## src/rtl/result_reader.sv

```systemverilog
// Streams an H x W result map out of storage in row-major order.
// Reads go through a 2-entry skid FIFO so out_ready back-pressure never drops a word.
module result_reader #(
  parameter int W  = 28,
  parameter int H  = 28,
  parameter int DW = 19
) (
  input  logic          clk,
  input  logic          rst,
  input  logic          start,
  output logic          rd_en,
  output logic [4:0]    rd_i,
  output logic [4:0]    rd_j,
  input  logic [DW-1:0] rd_data,
  output logic [DW-1:0] out_data,
  output logic          out_valid,
  input  logic          out_ready,
  output logic          out_last,
  output logic          busy,
  output logic          done
);
  localparam int NW = W * H;
  localparam int CW = $clog2(NW + 1);
  localparam logic [4:0]    ROW_LAST = 5'(H - 1);
  localparam logic [4:0]    COL_LAST = 5'(W - 1);
  localparam logic [CW-1:0] IDX_LAST = CW'(NW - 1);

  typedef enum logic [1:0] {IDLE, READ, DRAIN, DONE} state_e;

  state_e             state_q;
  logic [4:0]         row_q, col_q;
  logic [1:0][DW-1:0] mem_q;
  logic               rptr_q, wptr_q, inflight_q;
  logic [1:0]         cnt_q;
  logic [CW-1:0]      oidx_q;
  logic               push, pop, last_issue;
  logic [2:0]         credit;

  assign push      = inflight_q;
  assign out_valid = (cnt_q != 2'd0);
  assign pop       = out_valid & out_ready;
  assign out_data  = mem_q[rptr_q];
  assign out_last  = out_valid && (oidx_q == IDX_LAST);
  assign busy      = (state_q != IDLE);
  assign done      = (state_q == DONE);
  assign rd_i      = row_q;
  assign rd_j      = col_q;

  // The word leaving this cycle frees its slot, which keeps a full-rate stream at 1 word/cycle.
  assign credit     = {1'b0, cnt_q} + {2'b0, inflight_q} - {2'b0, pop};
  assign rd_en      = (state_q == READ) && (credit < 3'd2);
  assign last_issue = rd_en && (row_q == ROW_LAST) && (col_q == COL_LAST);

  always_ff @(posedge clk or negedge rst) begin
    if (!rst) begin
      state_q    <= IDLE;
      row_q      <= '0;
      col_q      <= '0;
      mem_q      <= '0;
      rptr_q     <= 1'b0;
      wptr_q     <= 1'b0;
      inflight_q <= 1'b0;
      cnt_q      <= '0;
      oidx_q     <= '0;
    end else begin
      inflight_q <= rd_en;
      cnt_q      <= cnt_q + {1'b0, push} - {1'b0, pop};
      if (push) begin
        mem_q[wptr_q] <= rd_data;
        wptr_q        <= ~wptr_q;
      end
      if (pop) begin
        rptr_q <= ~rptr_q;
        oidx_q <= oidx_q + CW'(1);
      end
      if (rd_en) begin
        if (col_q == COL_LAST) begin
          col_q <= '0;
          row_q <= row_q + 5'd1;
        end else begin
          col_q <= col_q + 5'd1;
        end
      end
      case (state_q)
        IDLE: if (start) begin
          row_q   <= '0;
          col_q   <= '0;
          oidx_q  <= '0;
          state_q <= READ;
        end
        READ:  if (last_issue) state_q <= DRAIN;
        DRAIN: if (pop && out_last) state_q <= DONE;
        DONE:  state_q <= IDLE;
        default: state_q <= IDLE;
      endcase
    end
  end

  a_no_overflow: assert property (@(posedge clk) disable iff (!rst)
    !(push && !pop && cnt_q == 2'd2));

endmodule
```

## config.mk

```make
export PLATFORM = sky130hd
export DESIGN_NAME = result_reader
export DESIGN_NICKNAME = d
export VERILOG_FILES = /design/src/rtl/result_reader.sv
export SDC_FILE = /design/constraint.sdc
export NUM_CORES = 1
export LEC_CHECK = 0
export ABC_AREA = 1
export CAP_MARGIN = 20
export CORE_MARGIN = 2
export CORE_UTILIZATION = 45
export CTS_CLUSTER_SIZE = 16
export DETAILED_ROUTE_END_ITERATION = 16
export PLACE_DENSITY = 0.7
export SETUP_SLACK_MARGIN = 0.2
export SLEW_MARGIN = 25
export SYNTH_ARGS = -nofsm -noshare
export SYNTH_HDL_FRONTEND = slang
export SYNTH_SLANG_ARGS = --single-unit
```

## constraint.sdc

```tcl
create_clock -name clk -period 5.9 [get_ports clk]
set_input_delay 1.475 -clock clk [delete_from_list [all_inputs] [get_ports clk]]
set_output_delay 1.475 -clock clk [all_outputs]
set_load 0.02 [all_outputs]
```

# Word level (Yosys, flattened, before mapping)
# Index checks and enable logic that the tools add are counted.
[totals]
reg_bits = 65
input_bits = 23
elab_cells = 63
[op_classes]
addsub = 7
n_lt_le_gt_ge = 4
eq_ne = 9
n_mux = 20
bitwise = 3
reduce_logical = 10
[op_table]
columns = ["op", "n"]
rows = [
  ["two-way mux 19 bit", 3],
  ["two-way mux 5 bit", 8],
  ["bitwise mux 38 bit", 1],
  ["two-way mux 10 bit", 3],
  ["demux 19 bit (select 1 bit)", 1],
  ["adder 10 x 1 -> 10 bit, second input constant", 1],
  ["adder 5 x 1 -> 5 bit, second input constant", 2],
  ["== test 10 bit, second input constant", 1],
  ["== test 5 bit, second input constant", 2],
  ["case mux 2 bit (4 select lines)", 1],
  ["logical AND 1 bit", 6],
  ["two-way mux 2 bit", 3],
  ["!= test 2 bit, second input constant", 3],
  ["== test 2 bit, second input constant", 2],
  ["less-than comparator 1 x 2 -> 1 bit, second input constant", 2],
  ["nonzero test 2 bit", 2],
  ["adder 2 x 1 -> 3 bit", 1],
  ["less-than comparator 3 x 2 -> 1 bit, second input constant", 1],
  ["AND reduction 3 bit", 1],
  ["subtractor 3 x 1 -> 3 bit", 1],
  ["adder 2 x 1 -> 2 bit", 1],
  ["== test 2 x 1 -> 1 bit, second input constant", 1],
  ["zero test 2 bit", 1],
  ["NOT 1 bit", 2],
  ["other kinds (3)", 3],
]

# Longest topological paths before layout
# Gate-level depths: netlist (run 1).
[depth]
word_depth = 9
ltp_mapped = 17

# Worst setup path after synthesis (run 1)
# Ideal clock, no wire load.
[synth_timing]
path_kind = "input port to output port"
startpoint = "in out_ready"
endpoint = "out rd_en"
arrival_time_ns = 2.882
setup_slack_ns = 1.543
path_stages = 11
n_path_buf = 0
path_cell_list = "inv_2 > nor2_4 > nand2_1 > o21ai_0 > ha_1 > inv_1 > fa_1 > nand2_1 > inv_1 > nand2_2 > nor2_8"
[synth_between]
elab_chain_cells = 4
[synth_lines]
columns = ["item", "line", "text"]
rows = [
  ["start: declaration", "17", "input logic out_ready,"],
  ["bitwise AND 1 bit", "41", "assign pop = out_valid & out_ready;"],
  ["subtractor 3 x 1 -> 3 bit", "50", "assign credit = {1'b0, cnt_q} + {2'b0, inflight_q} - {2'b0, pop};"],
  ["less-than comparator 3 x 2 -> 1 bit", "51", "assign rd_en = (state_q == READ) && (credit < 3'd2);"],
  ["logical AND 1 bit", "51", ""],
  ["end: declaration", "11", "output logic rd_en,"],
]
# Every way passes these cells.

# Worst setup path after layout (run 1)
# Same ends and word-level chain as after synthesis.

==> results of run 1 <==
## sequential cells by signal (all words and copies together) (netlist names)
signal      flops
rptr_q          1
rd_i            5
cnt_q           2
inflight_q      1
oidx_q         10
wptr_q          1
state_q         2
rd_j            5
mem_q          38
## routing by layer
| layer | vias to the layer above | track usage, % |
|---|---|---|
| met1 | 1198 | 24.4 |
| met3 | 6 | 3.08 |
| met4 | 0 | 5.37 |
| li1 | 1347 | - |
| met5 | - | 0 |
| met2 | 51 | 28.6 |
## area by class of cell
class | instances | area [um2] | share of cell area, %
Clock inverter | 6 | 67.6 | 1.67
Inverter | 54 | 203 | 5.00
Tap cell | 96 | 120 | 2.96
Timing Repair Buffer | 58 | 571 | 14.1
Multi-Input combinational cell | 268 | 1330 | 32.8
Clock buffer | 10 | 138 | 3.40
Sequential cell | 65 | 1630 | 40.1
## worst reg2reg max path: cells and delay by family, from the launching register on
kind,cells,cell delay (ps)
buffers and inverters,3,200
flip-flops,1,460
AND/OR/NAND/NOR,9,760
adder cells (fa/ha/maj),2,660
AO/OA/AOI/OAI,2,230
## worst paths after layout
path | from | end | slack, ps | cells after the start
worst max-delay path | out_ready | rd_en | 400 | 13
worst min-delay path | mem_q[27]$_DFFE_PN0P_ | mem_q[27]$_DFFE_PN0P_ | 490 | 2
worst max register to register | cnt_q[1]$_DFF_PN0_ | rd_i[3]$_DFF_PN0_ | 3500 | 16
worst min register to register | mem_q[27]$_DFFE_PN0P_ | mem_q[27]$_DFFE_PN0P_ | 490 | 2
max in group asynchronous | rst | rd_j[1]$_DFF_PN0_ | 4050 | 2
min in group asynchronous | rst | mem_q[24]$_DFFE_PN0P_ | 1310 | 2
## cells by family after synthesis
kind of cell	count (synthesis)
fa+ha+maj	10
buf+inv	66
flops	65
compound gates	55
xor+xnor	5
simple gates	198
## cell usage after synthesis, drive strengths merged
cell type,count
nor3,2
inv,53
nor3b,2
fa,1
nor2,28
clkinv,1
nand2,142
xor2,3
buf,4
o21ai,46
nand3,13
a22oi,1
a21oi,8
or2,5
ha,9
nor4,1
dfrtp,65
nand4,5
clkbuf,8
xnor2,2
## report_power, final
| group | internal (W) | switching [W] |
|---|---|---|
| clock | 0.000207 | 0.000174 |
| sequential | 0.000622 | 0.000127 |
| combinational | 0.000401 | 0.000520 |
| total | 0.00123 | 0.000821 |
## metrics by stage
step / setup WS, ps / cells / area, um2 / power [W]
finish: 398 / 557 / 4050 / 0.00205
global route: 228 / 557 / 4050 / 0.00224
CTS: 384 / 557 / 4050 / 0.00208
detailed placement: 385 / 541 / 3850 / 0.00169
global placement: 443 / 541 / 3850 / 0.00167
floorplan: 1540 / 399 / 3200 / 0.00132
## cells in the final DEF, fill, tap and decap left out, types with 2 or more instances in the layout
cell / instances
sky130_fd_sc_hd__nor2_4: 2
sky130_fd_sc_hd__nand4_1: 5
sky130_fd_sc_hd__ha_1: 9
sky130_fd_sc_hd__clkbuf_8: 10
sky130_fd_sc_hd__clkdlybuf4s50_1: 55
sky130_fd_sc_hd__nor2_1: 23
sky130_fd_sc_hd__nand3_1: 11
sky130_fd_sc_hd__o21ai_1: 4
sky130_fd_sc_hd__xnor2_1: 2
sky130_fd_sc_hd__nand2_1: 137
sky130_fd_sc_hd__clkinv_4: 2
sky130_fd_sc_hd__inv_1: 50
sky130_fd_sc_hd__nor3b_1: 2
sky130_fd_sc_hd__xor2_1: 3
sky130_fd_sc_hd__buf_4: 2
sky130_fd_sc_hd__inv_2: 3
sky130_fd_sc_hd__clkinvlp_4: 2
sky130_fd_sc_hd__nor2_2: 2
sky130_fd_sc_hd__nand2_2: 5
sky130_fd_sc_hd__or2_2: 3
sky130_fd_sc_hd__o21ai_0: 42
sky130_fd_sc_hd__a21oi_1: 8
sky130_fd_sc_hd__dfrtp_1: 65
==> report_table.html, run 1 <==
<table>
<tr><th>Metric</th><th>Value</th></tr>
<tr><th colspan="2">Layout</th></tr>
<tr><td>N_diodes</td><td>0</td></tr>
<tr><td>Layout cell share with drive strength beyond 1</td><td>around 8.2%</td></tr>
<tr><td>Synthesis-to-layout area growth</td><td>26.5%</td></tr>
<tr><td>Final net count</td><td>489</td></tr>
<tr><td>Filler cell count</td><td>around 650</td></tr>
<tr><td>Core Util, Final</td><td>about three fifths</td></tr>
<tr><th colspan="2">Floorplan</th></tr>
<tr><td>Vertical die dimension</td><td>just under 90 um</td></tr>
<tr><td>Starting Density</td><td>between 40% and 50%</td></tr>
<tr><td>Overall die area</td><td>a little under 8000 um2</td></tr>
<tr><td>I/O pin cnt</td><td>57</td></tr>
<tr><td>Core ar.</td><td>about 6800 um2</td></tr>
<tr><td>Floorplan row count</td><td>30</td></tr>
<tr><td>Overall die width</td><td>88.4 um</td></tr>
<tr><th colspan="2">Drt</th></tr>
<tr><td>Met3 routed wirelength</td><td>around 230 um</td></tr>
<tr><td>Final routed wirelength across all metal layers</td><td>6.25 mm</td></tr>
<tr><td>Average wire per cell in the routed design</td><td>approximately 11 um</td></tr>
<tr><td>Routed length on met1</td><td>~3.1 mm</td></tr>
<tr><td>Initial DRC Count</td><td>around 160</td></tr>
<tr><td>DRC errors left</td><td>0</td></tr>
<tr><td>Final ANT Viol Nets</td><td>0</td></tr>
<tr><td>Drt first pass iters</td><td>4</td></tr>
<tr><td>Vias/cell</td><td>between 4 and 5</td></tr>
<tr><td>Top sig layer</td><td>met4</td></tr>
<tr><td>Met2 wire len</td><td>between 2 and 3 mm</td></tr>
<tr><td>Vias after detailed routing</td><td>~2600</td></tr>
<tr><th colspan="2">Power and ir drop</th></tr>
<tr><td>Worst vdd ir</td><td>approximately 250 uV</td></tr>
<tr><td>Power Dens Cells</td><td>506 nW/um2</td></tr>
<tr><td>Total leakage power</td><td>roughly 2.1 nW</td></tr>
<tr><th colspan="2">STA</th></tr>
<tr><td>Clk_skew</td><td>approximately 9.3 ps</td></tr>
<tr><td>Fin Hold WS</td><td>between 400 and 500 ps</td></tr>
<tr><td>Final slew viol count</td><td>0</td></tr>
<tr><td>Measured slew at the worst slew-check pin</td><td>between 800 and 900 ps</td></tr>
<tr><td>Fmax achieved</td><td>between 150 and 200 MHz</td></tr>
<tr><td>Setup violations, final</td><td>0</td></tr>
<tr><td>Tcrit/Tclk final</td><td>slightly above 90%</td></tr>
<tr><td>Tightest slew margin relative to the limit</td><td>46.1%</td></tr>
<tr><td>Count of endpoints failing hold in the final timing report</td><td>0</td></tr>
<tr><td>Unrepaired setup endpoints after global routing</td><td>false</td></tr>
<tr><td>Crit path time final</td><td>about 5500 ps</td></tr>
<tr><td>Final TNS setup</td><td>0 ps</td></tr>
<tr><th colspan="2">Global routing</th></tr>
<tr><td>Antenna violations before repair</td><td>0</td></tr>
<tr><td>Via count of the first global-routing pass</td><td>roughly 2400</td></tr>
<tr><td>Total congestion overflow after global routing</td><td>0</td></tr>
<tr><td>Wire length of the first global-routing pass</td><td>between 10 and 15 mm</td></tr>
<tr><td>Global Route Usage Sum</td><td>~18%</td></tr>
<tr><td>Pin count of the biggest net entering global routing</td><td>between 60 and 70</td></tr>
<tr><th colspan="2">Yosys</th></tr>
<tr><td>Cell taking the most area after synthesis</td><td>sky130_fd_sc_hd__dfrtp_1</td></tr>
<tr><td>Synth warn</td><td>0</td></tr>
<tr><td>Net count after synthesis</td><td>approximately 430</td></tr>
<tr><td>Mapped Area</td><td>3200 um2</td></tr>
<tr><td>Post-synthesis area per instance</td><td>between 8 and 9 um2</td></tr>
<tr><td>Distinct cell type count after synthesis</td><td>32</td></tr>
<tr><td>Post-synthesis simple-gate area fraction</td><td>a little over a quarter</td></tr>
<tr><td>Sequential cell area fraction in the yosys report</td><td>a little over 50%</td></tr>
<tr><td>Share of the synthesized area in compound gates (AO/OA/AOI/OAI)</td><td>~8.7%</td></tr>
<tr><td>Main combinational cell family by area after synthesis</td><td>simple AND/OR/NAND/NOR gates</td></tr>
<tr><td>Count of mapped cells out of synthesis</td><td>approximately 400</td></tr>
<tr><td>Post-Synth XOR/XNOR Area</td><td>under 10%</td></tr>
<tr><td>Share of synthesized cell area in full adder, half adder and majority cells</td><td>between 4 and 5%</td></tr>
<tr><td>Synthesized flop and latch total</td><td>65</td></tr>
<tr><td>Synth top area cells</td><td>sky130_fd_sc_hd__dfrtp_1, sky130_fd_sc_hd__nand2_1, sky130_fd_sc_hd__o21ai_0</td></tr>
<tr><td>Share of the synthesized area in the top cell type</td><td>between 50% and 60%</td></tr>
<tr><td>Multiplexer fraction of the synthesized cell area</td><td>0%</td></tr>
<tr><th colspan="2">CTS</th></tr>
<tr><td>Total CTS buffers</td><td>9</td></tr>
<tr><td>TritonCTS clock tree</td><td>built</td></tr>
<tr><td>Number of instances resized during post-cts repair</td><td>0</td></tr>
<tr><td>Clock network latency to the later pin of the worst-skew pair</td><td>330 ps</td></tr>
<tr><td>Clock H-tree levels</td><td>3</td></tr>
<tr><td>Clock root buffer master</td><td>sky130_fd_sc_hd__clkbuf_8</td></tr>
<tr><td>Number of sinks driven by the clock tree</td><td>65</td></tr>
<tr><td>Setup repair bufs after CTS</td><td>0</td></tr>
<tr><td>Hold-fix buffers, CTS</td><td>0</td></tr>
<tr><td>Clock Pin Slew Worst Setup and Hold Paths</td><td>roughly 70 ps</td></tr>
<tr><td>Number of buffers on the longest clock path</td><td>2</td></tr>
<tr><th colspan="2">Worst setup path</th></tr>
<tr><td>Worst path required time</td><td>between 4000 and 5000 ps</td></tr>
<tr><td>Number of buffers and inverters on the critical path</td><td>5</td></tr>
<tr><td>Maximum fanout along the worst path</td><td>9</td></tr>
<tr><td>Critical path's top delay family</td><td>buffers and inverters</td></tr>
<tr><td>Cell Chain, Critical Path</td><td>clkdlybuf4s50_1, inv_2, nor2_4, nand2_1, o21ai_0, ha_1, inv_1, fa_1, nand2_1, inv_1, nand2_2, nor2_8, clkdlybuf4s50_1</td></tr>
<tr><td>Path type of the worst setup path</td><td>in2out</td></tr>
<tr><td>Delay of the slowest critical-path stage</td><td>approximately 630 ps</td></tr>
<tr><td>Arrival time of the worst setup path</td><td>4030 ps</td></tr>
<tr><td>Crit. End Element</td><td>output pin</td></tr>
<tr><td>Type of element launching the critical path</td><td>input port</td></tr>
<tr><td>Slowest cell on crit path</td><td>sky130_fd_sc_hd__clkdlybuf4s50_1</td></tr>
<tr><th colspan="2">Place</th></tr>
<tr><td>Detailed Place HPWL</td><td>around 4.2 mm</td></tr>
<tr><td>Number of buffers added on ports</td><td>56</td></tr>
<tr><td>Final weighted congestion in routability-driven placement</td><td>around 0.8</td></tr>
<tr><th colspan="2">Flow run</th></tr>
<tr><td>Maxcap violations</td><td>0</td></tr>
<tr><th colspan="2">Status</th></tr>
<tr><td>Outcome</td><td>finished, final reports clean</td></tr>
<tr><th colspan="2">Worst hold path</th></tr>
<tr><td>Class of the worst hold path</td><td>reg2reg</td></tr>
</table>
(Power assumes the default switching activity.)
==> inputs of run 2 (changes only) <==
Clock period 5.9 ns to 6.35 ns, I/O delays scaled along.
==> report_table.html, run 2 (synthesized netlist as in run 1, its figures left out) <==
<table>
<tr><th>Metric</th><th>Value</th></tr>
<tr><th colspan="2">Layout</th></tr>
<tr><td>N_diodes</td><td>0 (unchanged)</td></tr>
<tr><td>Filler cell count</td><td>657 (+1.5%)</td></tr>
<tr><td>Top register by number of flip-flops</td><td>mem_q</td></tr>
<tr><td>Final net count</td><td>488 (-0.20%)</td></tr>
<tr><td>Synthesis-to-layout area growth</td><td>26.4% (about the same)</td></tr>
<tr><td>Finished Layout Cells</td><td>556 (-0.18%)</td></tr>
<tr><td>Core Util, Final</td><td>59.3% (about the same)</td></tr>
<tr><td>Number of flip-flops in the largest register</td><td>38 (unchanged)</td></tr>
<tr><td>Layout cell share with drive strength beyond 1</td><td>7.83% (-0.42 points)</td></tr>
<tr><td>Most frequent standard cell in the layout excluding fill and tap cells</td><td>sky130_fd_sc_hd__nand2_1</td></tr>
<tr><td>Commonest non-fill, non-tap cells in the layout</td><td>sky130_fd_sc_hd__nand2_1, sky130_fd_sc_hd__dfrtp_1, sky130_fd_sc_hd__clkdlybuf4s50_1</td></tr>
<tr><td>Largest registers ranked by flip-flop count</td><td>mem_q x38, oidx_q x10</td></tr>
<tr><th colspan="2">CTS</th></tr>
<tr><td>TritonCTS clock tree</td><td>built</td></tr>
<tr><td>Setup repair bufs after CTS</td><td>0 (unchanged)</td></tr>
<tr><td>Clock Pin Slew Worst Setup and Hold Paths</td><td>70 ps (about the same)</td></tr>
<tr><td>Number of buffers on the longest clock path</td><td>2 (unchanged)</td></tr>
<tr><td>Clock root buffer master</td><td>sky130_fd_sc_hd__clkbuf_8</td></tr>
<tr><td>Hold-fix buffers, CTS</td><td>0 (unchanged)</td></tr>
<tr><td>Clock H-tree levels</td><td>3 (unchanged)</td></tr>
<tr><td>Clock network latency to the later pin of the worst-skew pair</td><td>340 ps (about the same)</td></tr>
<tr><td>Number of instances resized during post-cts repair</td><td>0 (unchanged)</td></tr>
<tr><td>Total CTS buffers</td><td>9 (unchanged)</td></tr>
<tr><td>Number of sinks driven by the clock tree</td><td>65 (unchanged)</td></tr>
<tr><th colspan="2">Place</th></tr>
<tr><td>Number of buffers added on ports</td><td>56 (unchanged)</td></tr>
<tr><td>Placed cells</td><td>540 (-0.18%)</td></tr>
<tr><td>Final weighted congestion in routability-driven placement</td><td>0.808 (-0.28%)</td></tr>
<tr><td>Detailed Place HPWL</td><td>4.24 mm (+1.4%)</td></tr>
<tr><th colspan="2">Drt</th></tr>
<tr><td>Final ANT Viol Nets</td><td>0 (unchanged)</td></tr>
<tr><td>Drt first pass iters</td><td>4 (unchanged)</td></tr>
<tr><td>Vias after detailed routing</td><td>2641 (+1.5%)</td></tr>
<tr><td>Vias/cell</td><td>4.75 (+1.7%)</td></tr>
<tr><td>Final routed wirelength across all metal layers</td><td>6.43 mm (+2.9%)</td></tr>
<tr><td>Average wire per cell in the routed design</td><td>11.6 um (+3.1%)</td></tr>
<tr><td>Initial DRC Count</td><td>139 (-13%)</td></tr>
<tr><td>DRC errors left</td><td>0 (unchanged)</td></tr>
<tr><th colspan="2">Floorplan</th></tr>
<tr><td>Floorplan row count</td><td>30 (unchanged)</td></tr>
<tr><td>Core ar.</td><td>6830 um2 (unchanged)</td></tr>
<tr><td>Vertical die dimension</td><td>88.4 um (unchanged)</td></tr>
<tr><td>I/O pin cnt</td><td>57 (unchanged)</td></tr>
<tr><td>Overall die area</td><td>7810 um2 (unchanged)</td></tr>
<tr><td>Overall die width</td><td>88.4 um (unchanged)</td></tr>
<tr><td>Starting Density</td><td>46.9% (unchanged)</td></tr>
<tr><th colspan="2">Worst setup path</th></tr>
<tr><td>Type of element launching the critical path</td><td>input port</td></tr>
<tr><td>Path type of the worst setup path</td><td>in2out</td></tr>
<tr><td>Crit. End Element</td><td>output pin</td></tr>
<tr><td>Arrival time of the worst setup path</td><td>4340 ps (+310 ps)</td></tr>
<tr><td>Worst path required time</td><td>4760 ps (+330 ps)</td></tr>
<tr><td>Maximum fanout along the worst path</td><td>9 (unchanged)</td></tr>
<tr><td>Path depth of the worst reg2reg path</td><td>16 (unchanged)</td></tr>
<tr><th colspan="2">STA</th></tr>
<tr><td>Final TNS setup</td><td>0 ps (unchanged)</td></tr>
<tr><td>Tcrit/Tclk final</td><td>slightly above 90%</td></tr>
<tr><td>Fmax achieved</td><td>about 170 MHz</td></tr>
<tr><td>Unrepaired setup endpoints after global routing</td><td>false</td></tr>
<tr><td>Tightest slew margin relative to the limit</td><td>46.7% (+0.60 points)</td></tr>
<tr><td>Final slew viol count</td><td>0 (unchanged)</td></tr>
<tr><td>Measured slew at the worst slew-check pin</td><td>800 ps (-8.98 ps)</td></tr>
<tr><td>Count of endpoints failing hold in the final timing report</td><td>0 (unchanged)</td></tr>
<tr><td>Setup violations, final</td><td>0 (unchanged)</td></tr>
<tr><td>Crit path time final</td><td>a little under 6000 ps</td></tr>
<tr><td>Clk_skew</td><td>6.13 ps (-3.22 ps)</td></tr>
<tr><th colspan="2">Global routing</th></tr>
<tr><td>Antenna violations before repair</td><td>0 (unchanged)</td></tr>
<tr><td>Via count of the first global-routing pass</td><td>2503 (+3.9%)</td></tr>
<tr><td>Global Route Usage Sum</td><td>18.5% (+0.90 points)</td></tr>
<tr><td>Wire length of the first global-routing pass</td><td>11.2 mm (+2.7%)</td></tr>
<tr><td>Pin count of the biggest net entering global routing</td><td>66 (unchanged)</td></tr>
<tr><td>Total congestion overflow after global routing</td><td>0 (unchanged)</td></tr>
<tr><th colspan="2">Power and ir drop</th></tr>
<tr><td>Clock Power Share</td><td>19.6% (+1.0 points)</td></tr>
<tr><td>Worst vdd ir</td><td>303 uV (+21%)</td></tr>
<tr><td>Internal power summed over all cells</td><td>0.00117 W (-5.2%)</td></tr>
<tr><td>Total leakage power</td><td>2.08 nW (+0.12%)</td></tr>
<tr><td>P_sw</td><td>0.000767 W (-6.6%)</td></tr>
<tr><td>Sequential fraction of design power</td><td>36.2% (-0.3 points)</td></tr>
<tr><td>Power Dens Cells</td><td>477 nW/um2 (-5.7%)</td></tr>
<tr><td>Combinational Power Share</td><td>44.2% (-0.7 points)</td></tr>
<tr><td>Switching fraction of total power</td><td>39.7% (-0.36 points)</td></tr>
<tr><th colspan="2">Status</th></tr>
<tr><td>Outcome</td><td>finished, final reports clean</td></tr>
<tr><th colspan="2">Flow run</th></tr>
<tr><td>Maxcap violations</td><td>0 (unchanged)</td></tr>
<tr><th colspan="2">Worst hold path</th></tr>
<tr><td>Class of the worst hold path</td><td>reg2reg</td></tr>
<tr><td>WHS Path Cells</td><td>2 (unchanged)</td></tr>
</table>
-- run 2: cell types whose count changed in the layout (fill, tap and decap cells not counted) --
cell                         change
sky130_fd_sc_hd__clkinvlp_4      -1
sky130_fd_sc_hd__clkbuf_8        -1
sky130_fd_sc_hd__clkinv_2        +2
sky130_fd_sc_hd__clkbuf_1        +1
sky130_fd_sc_hd__clkinv_4        -2
sky130_fd_sc_hd__bufinv_16       +1
sky130_fd_sc_hd__buf_4           -1
-- run 2: final cells by class --
class,count,area (um2),share of cell area [%]
Tap cell,96,120,2.96
Clock buffer,10,128,3.15
Timing Repair Buffer,57,563,13.9
Multi-Input combinational cell,268,1330,32.8
Clock inverter,6,82.6,2.04
Sequential cell,65,1630,40.1
Inverter,54,203,5.00
-- run 2: worst max-delay path: stages --
cell	delay, ps
sky130_fd_sc_hd__clkdlybuf4s50_1	570
sky130_fd_sc_hd__inv_2	80
sky130_fd_sc_hd__nor2_4	230
sky130_fd_sc_hd__nand2_1	100
sky130_fd_sc_hd__o21ai_0	90
sky130_fd_sc_hd__ha_1	170
sky130_fd_sc_hd__inv_1	40
sky130_fd_sc_hd__fa_1	490
sky130_fd_sc_hd__nand2_1	60
sky130_fd_sc_hd__inv_1	60
sky130_fd_sc_hd__nand2_2	80
sky130_fd_sc_hd__nor2_8	150
sky130_fd_sc_hd__clkdlybuf4s50_1	620
-- run 2: power by group through the flow --
stage | combinational (W) | sequential (W) | clock (W)
2_1_floorplan | 0.000563 | 0.000665 | 0
3_3_place_gp | 0.000846 | 0.000699 | 0
3_5_place_dp | 0.000863 | 0.000705 | 0
4_1_cts | 0.000867 | 0.000700 | 0.000391
5_1_grt | 0.000965 | 0.000725 | 0.000412
6_report | 0.000855 | 0.000699 | 0.000379
-- run 2: layer usage --
metal  routed length (um)  track usage (%)  part of all wire, %  vias up
li1                     -                -                    -     1347
met1                 3130             25.0                   49     1232
met2                 2910             29.3                   45       53
met3                  273             3.92                  4.2        9
met4                  108             7.44                  1.7        0
met5                    0                0                    0        -
-- run 2: worst paths after layout --
check                                      start               endpoint  slack (ps)
setup reg to reg              cnt_q[1]$_DFF_PN0_      rd_i[3]$_DFF_PN0_        3770
hold / removal             mem_q[27]$_DFFE_PN0P_  mem_q[27]$_DFFE_PN0P_         490
min in group asynchronous                    rst   mem_q[4]$_DFFE_PN0P_        1420
max in group asynchronous                    rst     cnt_q[0]$_DFF_PN0_        4420
setup / recovery                       out_ready                  rd_en         420
hold reg to reg            mem_q[27]$_DFFE_PN0P_  mem_q[27]$_DFFE_PN0P_         490
-- run 2: metrics by stage --
step,setup slack (ps),power [W],hold slack (ps),area [um2]
after CTS,409,0.00196,491,4050
after global routing,209,0.00210,512,4050
after detailed placement,430,0.00157,474,3840
after global placement,505,0.00154,465,3840
final,425,0.00193,487,4050
after floorplan,1770,0.00123,453,3200
==> inputs of run 3 (changes only) <==
Settings changed: CORE_UTILIZATION 45 to 55, PLACE_DENSITY 0.7 to 0.83, TNS_END_PERCENT set to 5.
==> report_table.html, run 3 (synthesized netlist as in run 1, its figures left out) <==
<table>
<tr><th>Metric</th><th>Value</th></tr>
<tr><th colspan="2">STA</th></tr>
<tr><td>Count of endpoints failing hold in the final timing report</td><td>0 (unchanged)</td></tr>
<tr><td>Unrepaired setup endpoints after global routing</td><td>false</td></tr>
<tr><td>Final TNS setup</td><td>0 ps (unchanged)</td></tr>
<tr><td>Setup violations, final</td><td>0 (unchanged)</td></tr>
<tr><td>Tightest slew margin relative to the limit</td><td>47.4% (+0.78 points)</td></tr>
<tr><td>Measured slew at the worst slew-check pin</td><td>788 ps (-11.7 ps)</td></tr>
<tr><td>Crit path time final</td><td>5910 ps (-12.3 ps)</td></tr>
<tr><td>Final slew viol count</td><td>0 (unchanged)</td></tr>
<tr><td>Tcrit/Tclk final</td><td>93.1% (-0.19 points)</td></tr>
<tr><td>Clk_skew</td><td>6.97 ps (+0.840 ps)</td></tr>
<tr><td>Fmax achieved</td><td>169 MHz (+0.21%)</td></tr>
<tr><th colspan="2">CTS</th></tr>
<tr><td>Total CTS buffers</td><td>9 (unchanged)</td></tr>
<tr><td>Hold-fix buffers, CTS</td><td>0 (unchanged)</td></tr>
<tr><td>Clock Pin Slew Worst Setup and Hold Paths</td><td>70 ps (about the same)</td></tr>
<tr><td>Clock network latency to the later pin of the worst-skew pair</td><td>340 ps (about the same)</td></tr>
<tr><td>Clock H-tree levels</td><td>3 (unchanged)</td></tr>
<tr><td>Number of buffers on the longest clock path</td><td>2 (unchanged)</td></tr>
<tr><td>TritonCTS clock tree</td><td>built</td></tr>
<tr><td>Number of sinks driven by the clock tree</td><td>65 (unchanged)</td></tr>
<tr><td>Clock root buffer master</td><td>sky130_fd_sc_hd__clkbuf_8</td></tr>
<tr><td>Number of instances resized during post-cts repair</td><td>0 (unchanged)</td></tr>
<tr><td>Setup repair bufs after CTS</td><td>0 (unchanged)</td></tr>
<tr><th colspan="2">Worst setup path</th></tr>
<tr><td>CP startpoint</td><td>out_ready</td></tr>
<tr><td>Crit. End Element</td><td>output pin</td></tr>
<tr><td>Type of element launching the critical path</td><td>input port</td></tr>
<tr><td>Path type of the worst setup path</td><td>in2out</td></tr>
<tr><td>Reg-to-reg critical path startpoint</td><td>cnt_q[1]$_DFF_PN0_</td></tr>
<tr><td>Arrival time of the worst setup path</td><td>4330 ps (about the same)</td></tr>
<tr><td>Delay of the slowest critical-path stage</td><td>630 ps (about the same)</td></tr>
<tr><td>Slowest cell on crit path</td><td>sky130_fd_sc_hd__clkdlybuf4s50_1</td></tr>
<tr><td>Worst path required time</td><td>4760 ps (about the same)</td></tr>
<tr><td>Cell Chain, Critical Path</td><td>clkdlybuf4s50_1, inv_2, nor2_4, nand2_1, o21ai_0, ha_1, inv_1, fa_1, nand2_1, inv_1, nand2_2, nor2_8, clkdlybuf4s50_1</td></tr>
<tr><td>Maximum fanout along the worst path</td><td>9 (unchanged)</td></tr>
<tr><th colspan="2">Power and ir drop</th></tr>
<tr><td>Clock Power Share</td><td>21.5% (+1.9 points)</td></tr>
<tr><td>Power Dens Cells</td><td>489 nW/um2 (+2.4%)</td></tr>
<tr><td>Internal power summed over all cells</td><td>0.00122 W (+4.5%)</td></tr>
<tr><td>Total leakage power</td><td>2.09 nW (+0.65%)</td></tr>
<tr><td>P_sw</td><td>0.000762 W (-0.61%)</td></tr>
<tr><td>Sequential fraction of design power</td><td>35.3% (-0.9 points)</td></tr>
<tr><td>Combinational Power Share</td><td>43.2% (-1.0 points)</td></tr>
<tr><td>Post-layout total power</td><td>0.00198 W (+2.5%)</td></tr>
<tr><td>Switching fraction of total power</td><td>38.5% (-1.2 points)</td></tr>
<tr><td>Worst vdd ir</td><td>243 uV (-20%)</td></tr>
<tr><th colspan="2">Floorplan</th></tr>
<tr><td>Overall die width</td><td>80.3 um (-9.1%)</td></tr>
<tr><td>Core ar.</td><td>5570 um2 (-18%)</td></tr>
<tr><td>Starting Density</td><td>57.5% (+11 points)</td></tr>
<tr><td>Overall die area</td><td>6450 um2 (-17%)</td></tr>
<tr><td>I/O pin cnt</td><td>57 (unchanged)</td></tr>
<tr><td>Vertical die dimension</td><td>80.3 um (-9.1%)</td></tr>
<tr><td>Floorplan row count</td><td>27 (-10%)</td></tr>
<tr><th colspan="2">Layout</th></tr>
<tr><td>Final net count</td><td>488 (unchanged)</td></tr>
<tr><td>Synthesis-to-layout area growth</td><td>26.6% (about the same)</td></tr>
<tr><td>Top register by number of flip-flops</td><td>mem_q</td></tr>
<tr><td>Filler cell count</td><td>439 (-33%)</td></tr>
<tr><td>Finished Layout Cells</td><td>532 (-4.3%)</td></tr>
<tr><td>Number of flip-flops in the largest register</td><td>38 (unchanged)</td></tr>
<tr><td>Layout Cell Area excl Fill</td><td>4060 um2 (about the same)</td></tr>
<tr><td>Commonest non-fill, non-tap cells in the layout</td><td>sky130_fd_sc_hd__nand2_1, sky130_fd_sc_hd__dfrtp_1, sky130_fd_sc_hd__clkdlybuf4s50_1</td></tr>
<tr><td>Largest registers ranked by flip-flop count</td><td>mem_q x38, oidx_q x10</td></tr>
<tr><td>Most frequent standard cell in the layout excluding fill and tap cells</td><td>sky130_fd_sc_hd__nand2_1</td></tr>
<tr><td>Layout cell share with drive strength beyond 1</td><td>7.83% (unchanged)</td></tr>
<tr><td>N_diodes</td><td>0 (unchanged)</td></tr>
<tr><th colspan="2">Drt</th></tr>
<tr><td>Vias after detailed routing</td><td>2701 (+2.3%)</td></tr>
<tr><td>Drt first pass iters</td><td>4 (unchanged)</td></tr>
<tr><td>Vias/cell</td><td>5.08 (+6.9%)</td></tr>
<tr><td>Average wire per cell in the routed design</td><td>12.0 um (+3.6%)</td></tr>
<tr><td>Initial DRC Count</td><td>163 (+17%)</td></tr>
<tr><td>DRC errors left</td><td>0 (unchanged)</td></tr>
<tr><td>Final routed wirelength across all metal layers</td><td>6.37 mm (-0.89%)</td></tr>
<tr><td>Final ANT Viol Nets</td><td>0 (unchanged)</td></tr>
<tr><th colspan="2">Place</th></tr>
<tr><td>Instance area after placement</td><td>3810 um2 (-0.78%)</td></tr>
<tr><td>Detailed Place HPWL</td><td>4.19 mm (-1.2%)</td></tr>
<tr><td>Final weighted congestion in routability-driven placement</td><td>0.830 (+2.7%)</td></tr>
<tr><td>Number of buffers added on ports</td><td>56 (unchanged)</td></tr>
<tr><td>Placed cells</td><td>516 (-4.4%)</td></tr>
<tr><th colspan="2">Status</th></tr>
<tr><td>Outcome</td><td>finished, final reports clean</td></tr>
<tr><th colspan="2">Global routing</th></tr>
<tr><td>Antenna violations before repair</td><td>0 (unchanged)</td></tr>
<tr><td>Total congestion overflow after global routing</td><td>0 (unchanged)</td></tr>
<tr><td>Global Route Usage Sum</td><td>21.4% (+2.9 points)</td></tr>
<tr><td>Wire length of the first global-routing pass</td><td>10.7 mm (-5.0%)</td></tr>
<tr><td>Pin count of the biggest net entering global routing</td><td>66 (unchanged)</td></tr>
<tr><td>Via count of the first global-routing pass</td><td>2468 (-1.4%)</td></tr>
<tr><th colspan="2">Flow run</th></tr>
<tr><td>Maxcap violations</td><td>0 (unchanged)</td></tr>
<tr><th colspan="2">Worst hold path</th></tr>
<tr><td>Hold path startpoint</td><td>mem_q[10]$_DFFE_PN0P_</td></tr>
<tr><td>Class of the worst hold path</td><td>reg2reg</td></tr>
</table>
-- run 3: changes by cell type in the layout (fill, tap and decap cells not counted), sizes merged --
cell,change
clkbuf,+1
bufinv,+1
clkinv,-2
-- run 3: power by group through the flow --
stage / Combinational, W / Clock, W / Sequential [W]
3_5_place_dp: 0.000863 / 0 / 0.000704
4_1_cts: 0.000869 / 0.000433 / 0.000698
3_3_place_gp: 0.000841 / 0 / 0.000697
2_1_floorplan: 0.000563 / 0 / 0.000665
6_report: 0.000856 / 0.000427 / 0.000699
5_1_grt: 0.000962 / 0.000454 / 0.000719
-- run 3: layer usage --
layer | vias to the layer above | track usage (%) | wire length (um)
li1 | 1351 | - | -
met1 | 1247 | 28.7 | 2970
met2 | 91 | 34.7 | 2960
met3 | 12 | 3.37 | 334
met4 | 0 | 9.49 | 101
met5 | - | 0 | 0
-- run 3: through the flow --
stage	hold WS (ps)	worst slack (ps)	util, %
6_report	487	437	72.7
5_1_grt	513	267	72.7
3_3_place_gp	466	484	68.3
3_5_place_dp	473	425	68.3
2_1_floorplan	453	1770	-
4_1_cts	491	417	72.7
-- run 3: path summary, 6_finish.rpt --
path                                          to  slack [ps]  cells after the start
max                                        rd_en         440                     13
min                        mem_q[10]$_DFFE_PN0P_         490                      2
max reg2reg                    rd_i[3]$_DFF_PN0_        3730                     16
min reg2reg                mem_q[10]$_DFFE_PN0P_         490                      2
max in group asynchronous     cnt_q[0]$_DFF_PN0_        4410                      2
min in group asynchronous   mem_q[4]$_DFFE_PN0P_        1420                      2
-- run 3: cell type report --
cell class	instances	area, um2	area share [%]
multi-input cells	268	1330	32.8
clock inverters	5	103	2.53
flip-flops and latches	65	1630	40.1
repair buffers	57	563	13.9
clock buffers	11	141	3.49
inverters	54	203	5.00
well taps	72	90.1	2.22
-- run 3: worst max-delay path, delay by kind of cell --
kind                     cells  cell delay, ps
AO/OA/AOI/OAI                1              90
adder cells (fa/ha/maj)      2             670
buffers and inverters        5            1370
AND/OR/NAND/NOR              5             610
